**src/rtl/alu_ctrl_pkg.sv**
```systemverilog
// Shared types and constants for the two-requester ALU share arbiter.
// Holds the controller state enum, default widths and a lane helper.
package alu_ctrl_pkg;

  localparam int DATA_W_DEF = 8;
  localparam int SEL_W_DEF  = 2;
  localparam int REQ_N      = 2;
  localparam int CNT_W      = 3;

  typedef enum logic [1:0] {
    IDLE = 2'd0,
    EXEC = 2'd1,
    RESP = 2'd2
  } state_e;

  function automatic logic [REQ_N-1:0] lane_onehot(
    input logic g
  );
    return g ? 2'b10 : 2'b01;
  endfunction

endpackage

```
**src/rtl/alu_share_arbiter_rr_pick2.sv**
```systemverilog
// Combinational 2-way round-robin picker.
// Ports: req_i (requests), ptr_i (preferred lane), gnt_o (one-hot), any_o.
module alu_rr_pick2
  import alu_ctrl_pkg::*;
(
  input  logic [REQ_N-1:0] req_i,
  input  logic             ptr_i,
  output logic [REQ_N-1:0] gnt_o,
  output logic             any_o
);

  always_comb begin
    gnt_o = '0;
    unique case (req_i)
      2'b01:   gnt_o = 2'b01;
      2'b10:   gnt_o = 2'b10;
      2'b11:   gnt_o = lane_onehot(ptr_i);
      default: gnt_o = '0;
    endcase
  end

  assign any_o = |req_i;

endmodule

```
**src/rtl/alu_share_arbiter.sv**
```systemverilog
// Shares one ALU slice between two requesters, one op in flight.
// Ports: wb_clk_i/wb_rst_ni, req_* channel, rsp_* channel, alu_* pins, busy_o.
module alu_share_arbiter
  import alu_ctrl_pkg::*;
#(
  parameter int DATA_W  = DATA_W_DEF,
  parameter int SEL_W   = SEL_W_DEF,
  parameter int ALU_LAT = 1
) (
  input  logic                  wb_clk_i,
  input  logic                  wb_rst_ni,
  input  logic [1:0]            req_valid_i,
  output logic [1:0]            req_ready_o,
  input  logic [2*DATA_W-1:0]   req_a_i,
  input  logic [2*DATA_W-1:0]   req_b_i,
  input  logic [2*SEL_W-1:0]    req_sel_i,
  output logic [1:0]            rsp_valid_o,
  input  logic [1:0]            rsp_ready_i,
  output logic [DATA_W-1:0]     rsp_data_o,
  output logic                  rsp_carry_o,
  output logic [DATA_W-1:0]     alu_a_o,
  output logic [DATA_W-1:0]     alu_b_o,
  output logic [SEL_W-1:0]      alu_sel_o,
  input  logic [DATA_W-1:0]     alu_out_i,
  input  logic                  alu_carry_i,
  output logic                  busy_o
);

  localparam logic [CNT_W-1:0] LAT_M1 =
    CNT_W'(ALU_LAT - 1);

  state_e              state_q;
  logic                owner_q;
  logic                ptr_q;
  logic [CNT_W-1:0]    cnt_q;
  logic [DATA_W-1:0]   a_q;
  logic [DATA_W-1:0]   b_q;
  logic [SEL_W-1:0]    sel_q;
  logic [DATA_W-1:0]   res_q;
  logic                carry_q;

  logic [1:0]          gnt;
  logic                any;
  logic                win;
  logic                idle;
  logic                resp;
  logic [DATA_W-1:0]   a_d;
  logic [DATA_W-1:0]   b_d;
  logic [SEL_W-1:0]    sel_d;

  alu_rr_pick2 u_pick (
    .req_i (req_valid_i),
    .ptr_i (ptr_q),
    .gnt_o (gnt),
    .any_o (any)
  );

  assign idle = (state_q == IDLE);
  assign resp = (state_q == RESP);
  assign win  = gnt[1];

  assign a_d = win ? req_a_i[2*DATA_W-1:DATA_W]
                   : req_a_i[DATA_W-1:0];
  assign b_d = win ? req_b_i[2*DATA_W-1:DATA_W]
                   : req_b_i[DATA_W-1:0];
  assign sel_d = win ? req_sel_i[2*SEL_W-1:SEL_W]
                     : req_sel_i[SEL_W-1:0];

  // Reset is synchronous, so mask handshake outputs while it is held.
  assign req_ready_o = (idle && wb_rst_ni) ? gnt : 2'b00;
  assign rsp_valid_o = (resp && wb_rst_ni)
                     ? lane_onehot(owner_q) : 2'b00;
  assign rsp_data_o  = (resp && wb_rst_ni) ? res_q : '0;
  assign rsp_carry_o = resp && wb_rst_ni && carry_q;

  assign alu_a_o   = a_q;
  assign alu_b_o   = b_q;
  assign alu_sel_o = sel_q;
  assign busy_o    = !idle;

  always_ff @(posedge wb_clk_i) begin
    if (!wb_rst_ni) begin
      state_q <= IDLE;
      owner_q <= 1'b0;
      ptr_q   <= 1'b0;
      cnt_q   <= '0;
      a_q     <= '0;
      b_q     <= '0;
      sel_q   <= '0;
      res_q   <= '0;
      carry_q <= 1'b0;
    end else begin
      unique case (state_q)
        IDLE: begin
          if (any) begin
            a_q     <= a_d;
            b_q     <= b_d;
            sel_q   <= sel_d;
            owner_q <= win;
            ptr_q   <= ~win;
            cnt_q   <= LAT_M1;
            state_q <= EXEC;
          end
        end
        EXEC: begin
          if (cnt_q == '0) begin
            res_q   <= alu_out_i;
            carry_q <= alu_carry_i;
            state_q <= RESP;
          end else begin
            cnt_q <= cnt_q - 1'b1;
          end
        end
        RESP: begin
          if (rsp_ready_i[owner_q]) begin
            state_q <= IDLE;
          end
        end
        default: state_q <= IDLE;
      endcase
    end
  end

endmodule

```
**config.mk**
```make
export PLATFORM = sky130hd
export DESIGN_NAME = alu_share_arbiter
export DESIGN_NICKNAME = d
export VERILOG_FILES = /design/src/rtl/alu_ctrl_pkg.sv /design/src/rtl/alu_share_arbiter_rr_pick2.sv /design/src/rtl/alu_share_arbiter.sv
export SDC_FILE = /design/constraint.sdc
export NUM_CORES = 1
export LEC_CHECK = 0
export ABC_CLOCK_PERIOD_IN_PS = 1800
export BUFFER_PORTS_ARGS = -buffer_cell sky130_fd_sc_hd__buf_2
export CAP_MARGIN = 10
export CORE_MARGIN = 4
export CORE_UTILIZATION = 45
export DETAILED_ROUTE_END_ITERATION = 12
export PLACE_DENSITY = 0.87
export SLEW_MARGIN = 20
export SYNTH_ARGS = -nofsm -noshare
export SYNTH_HDL_FRONTEND = slang
export SYNTH_SLANG_ARGS = --single-unit
```
**constraint.sdc**
```tcl
create_clock -name wb_clk_i -period 1.8 [get_ports wb_clk_i]
set_input_delay 0.09 -clock wb_clk_i [delete_from_list [all_inputs] [get_ports wb_clk_i]]
set_output_delay 0.09 -clock wb_clk_i [all_outputs]
set_load 0.02 [all_outputs]
```
-- After elaboration in Yosys (flattened, before gate mapping)
Cells that the tools add are included.
- register bits: 34
- output and inout port bits: 32
- logic and storage cells: 51
- add/subtract/negate cells: 1
- $lt $le $gt $ge: 1
- equality and inequality tests: 9
- mux-type cells: 18
- bitwise operators: 1
- reduce and logical (&&, ||, !) cells: 12
- operators with widths (operator ; count):
    $mux 8 ; 3
    $mux 2 ; 8
    $pmux 2 s3 ; 2
    $eq 2x2->1 const B ; 3
    $mux 3 ; 2
    $ne 2x2->1 const B ; 3
    $pmux 3 s2 ; 1
    $reduce_and 3->1 ; 2
    $eq 2x1->1 const B ; 2
    $reduce_and 2->1 ; 2
    $logic_and 1x1->1 ; 3
    $logic_not 3->1 ; 1
    $sub 3x1->3 const B ; 1
    $logic_not 2->1 ; 1
    $lt 1x2->1 const B ; 1
    $mux 1 ; 2
    $ne 2x1->1 const B ; 1
    $reduce_bool 2->1 ; 1
    $reduce_or 2->1 ; 1
    $logic_not 1->1 ; 1
    $not 1->1 ; 1

-- Depth between registers and ports, before layout
- depth in word-level cells: 4
- mapped depth: 6

-- Cells and area by module
Synthesis repeated with hierarchy kept, for this count alone.
- cells, all modules: 177
- area, all modules: 1615.3 um^2
- modules (own cells, without submodules) (module ; instances ; cells an instance ; area each (um^2) ; sequential area each (um^2)):
    alu_share_arbiter ; 1 ; 173 ; 1590.3 ; 680.7
    alu_rr_pick2 ; 1 ; 4 ; 25.0 ; 0.0

-- Worst setup path before layout
OpenSTA, ideal clock, no wires.
- kind: register to output
- start: register state_q[0]
- end: output port req_ready_o[1]
- arrival time: 1.522 ns
- data required time: 1.710 ns
- slack: 0.188 ns
- stages on the path, launching flop included: 7
- path buffers: 2
- path through: dfxtp_1 > nor2_4 > inv_2 > or3_1 > buf_6 > buf_6 > nor2_1
- word-level cells in the longest chain between the ends: 3
- RTL lines (element ; line ; RTL):
    start: declaration ; alu_share_arbiter.sv:32 ; state_e state_q;
    start signal: assignment ; alu_share_arbiter.sv:83 ; state_q <= IDLE;
    start signal: assignment ; alu_share_arbiter.sv:102 ; state_q <= EXEC;
    start signal: assignment ; alu_share_arbiter.sv:109 ; state_q <= RESP;
    $logic_not 2->1 ; alu_share_arbiter.sv:58 ; assign idle = (state_q == IDLE);
    $logic_and 1x1->1 ; alu_share_arbiter.sv:70 ; assign req_ready_o = (idle && wb_rst_ni) ? gnt : 2'b00;
    $mux 2 ; alu_share_arbiter.sv:70 ;
    end: declaration ; alu_share_arbiter.sv:13 ; output logic [1:0] req_ready_o,
No other way between the ends.

-- Final worst setup path
Same ends and word-level chain as after synthesis.

==> metrics.md <==
| Metric | Value |
|---|---|
| Status | `finished, final reports clean` |
| Num CTS Buffers | `5` |
| Core area | `3440 um^2` |
| Synth top area share | `0.413` |
| Setup violators final | `0` |
| Input/output buffers | `82` |
| Simple-gate share of the synthesized area | `0.198` |
| Synth Net Count | `252` |
| EDFF count, synth | `0` |
| Slowest stage delay, CP | `0.41 ns` |
| Worst slew pin tran | `0.480 ns` |
| H-Tree Depth | `2` |
| Pre-antenna DRT Iters | `4` |
| Setup TNS | `0 ns` |
| Worst vdd ir | `0.435 mV` |
| Crit path to | `req_ready_o[1]` |
| Final WL | `4430 um` |
| DP Cell Count | `321` |
| Avg Cell Area, Syn | `8.29 um^2` |
| Ys Warns | `0` |
| Worst R2R Path Depth | `5` |
| Hold crit path type | `input port to flip-flop` |
| Antenna-violating nets left | `0` |
| Die X-Extent | `68.5 um` |
| Most frequent cells in the layout | `82 x buf_2, 34 x dfxtp_1, 32 x a21oi_1` |
| CTS Hold Bufs | `0` |
| Vias per Instance | `5.29` |
| Main combinational cell family by area after synthesis | `compound AO/OA/AOI/OAI gates` |
| Via count | `1740` |
| Row count | `21` |
| Gr usage total | `0.191` |
| CP Depth | `5` |
| FF-to-FF End | `alu_a_o[0]$_SDFFE_PN0P_` |
| Worst setup EP type | `primary output` |
| Wire per inst | `13.5 um` |
| Setup crit start kind | `flip-flop` |
| DR DRC count | `0` |
| CP top delay family | `simple AND/OR/NAND/NOR gates` |
| Ant. Diodes | `0` |
| Post-synthesis mux area share | `0.00607` |
| Worst R2R Setup Slack | `0.18 ns` |
| Initial Utilization | `0.479` |
| Leakage | `1.07 nW` |
| Slew Viols, Final | `0` |
| FF-to-FF Start | `state_q[0]$_SDFFE_PN0P_` |
| Seq/Total Area, Yosys | `0.413` |
| Final Cycle Share | `0.948` |
| Die area | `4700 um^2` |
| Crit path launch | `state_q[0]$_SDFFE_PN0P_` |
| Clk pin slew, worst setup/hold paths | `0.07 ns` |
| Hpwl dp | `3280 um` |
| XOR/XNOR Fraction of Synth Area | `0` |
| P per Cell Area | `887 nW/um^2` |
| Buffer and inverter count on the worst path | `2` |
| Synth Flop Type | `dfxtp_1` |
| Iter 0 DRT Violations | `87` |
| Post-Syn Area | `1650 um^2` |
| Worst-Skew Late Latency | `0.28 ns` |
| Total chip power | `0.00198 W` |
| Number of antenna violations at the first check in global routing | `0` |
| Max-cap violations | `0` |
| Final Non-Filler Cells | `329` |
| Layout Area Growth over Synthesis | `35.2%` |
| Longest Clk Path Bufs | `2` |
| Post-synthesis cell count | `199` |
| RSZ-0062 raised after global routing | `no` |
| # nets final | `335` |
| Final core utilization | `0.648` |
| Synth Area in Compound Gates | `0.272` |
| CTS tree | `done` |
| CP Class | `flip-flop to primary output` |
| Synth unique cells | `32` |
| Max-slew headroom | `0.678` |
| Die Height | `68.5 um` |
| Clk_skew | `0.00304 ns` |
| WP data arrival | `1.62 ns` |
| CP Max Fanout | `7` |
| FFs w/ async S/R, synth | `0` |
| FMAX | `586 MHz` |
| Cell taking the most area after synthesis | `dfxtp_1` |
| Adder-Cell Fraction of Synth Area | `0.0152` |
| Clk root buf | `clkbuf_8` |
| Synth area leaders | `dfxtp_1 41%, a21oi_1 9.7%, o32ai_2 8.9%` |
| Share of layout cells above drive strength 1 | `0.392` |
| Clock sinks | `34` |
| Fill cells | `295` |
| Crit path cell chain | `nor2_4 > inv_2 > or3_4 > nor2_1 > buf_2` |
| Commonest non-fill, non-tap cell in the layout | `buf_2` |
| Grt ovf | `0` |
| Flop and latch count out of synthesis | `34` |
| Worst Path Required | `1.71 ns` |
| Min cycle time layout | `1.71 ns` |
| IO Pins | `83` |
| Largest net degree at the start of global routing | `23` |
| First-pass GRT wire length | `6790 um` |
| CP max stage cell | `or3_4` |
| Fin. Hold Viols | `0` |
| Routability congestion estimate | `0.747` |
| Vias in the first global route | `1570` |
| Post-CTS Setup Bufs | `0` |
## state kept, by name (all words and copies together) (netlist names)
signal	flops
state_q	2
carry_q	1
alu_b_o	8
res_q	8
owner_q	1
cnt_q	3
alu_a_o	8
alu_sel_o	2
ptr_q	1
## through the flow
step	cell area, um^2	hold slack [ns]	worst slack (ns)
global placement	2130	0.334	0.209
global route	2230	0.0503	0.0259
floorplan	1650	0.226	0.188
finish	2230	0.0442	0.0938
detailed placement	2130	0.341	0.123
CTS	2220	0.0443	0.0314
## power breakdown
part / leakage [nW] / internal (W) / switching (W)
sequential: 0.279 / 0.000831 / 0.0000468
clock: 0.0482 / 0.000308 / 0.000257
combinational: 0.743 / 0.000225 / 0.000310
total: 1.07 / 0.00136 / 0.000614
## final cells by class
class,count,area [um^2],share of cell area
Clock buffer,7,86.3,0.0387
Multi-Input combinational cell,127,815,0.365
Tap cell,46,57.6,0.0258
Clock inverter,1,5.00,0.00224
Sequential cell,34,681,0.305
Inverter,24,90.1,0.0404
Timing Repair Buffer,90,495,0.222
## cell usage after synthesis (2+ instances only)
| cell | n |
|---|---|
| o32ai_2 | 9 |
| nand2_1 | 20 |
| dfxtp_1 | 34 |
| clkbuf_1 | 11 |
| nor2_1 | 20 |
| and2_1 | 2 |
| ha_1 | 2 |
| nand2b_1 | 2 |
| inv_2 | 2 |
| a21oi_1 | 32 |
| a311oi_1 | 2 |
| inv_1 | 22 |
| nor2b_1 | 2 |
| and3_1 | 11 |
| o32ai_1 | 10 |
| buf_6 | 2 |
## worst min-delay path, cell delays in order
cell	delay, ns
buf_2	0.09
nand2_1	0.04
a21oi_1	0.05
## worst min-delay path by stage
stage,from,to,depth (start not counted)
final,alu_out_i[2],res_q[2]$_SDFFE_PN0P_,3
after global placement,alu_carry_i,carry_q$_SDFFE_PN0P_,3
after global routing,alu_out_i[4],res_q[4]$_SDFFE_PN0P_,3
after detailed placement,alu_out_i[2],res_q[2]$_SDFFE_PN0P_,3
after floorplan,alu_carry_i,carry_q$_SDFFE_PN0P_,2
after CTS,alu_out_i[2],res_q[2]$_SDFFE_PN0P_,3
## logic make-up (layout without fill, tap and decap cells)
logic type	count (synthesis)	in the layout
flops	34	34
fa+ha+maj	2	2
simple gates	66	66
mux	1	1
buf+inv	38	122
compound gates	58	58
## metal layers
layer	vias up	track usage	routed length (um)
met2	70	0.311	2220
met5	-	0	0
met4	0	0.0744	107
li1	852	-	-
met3	11	0.0583	293
met1	807	0.235	1800
## what timing repair did
action                                  CTS  global route
endpoints found under the hold margin     0             0
endpoints found under the setup margin    0             1
gates resized for setup                   0             1
Power figures use the tool's default switching activity.
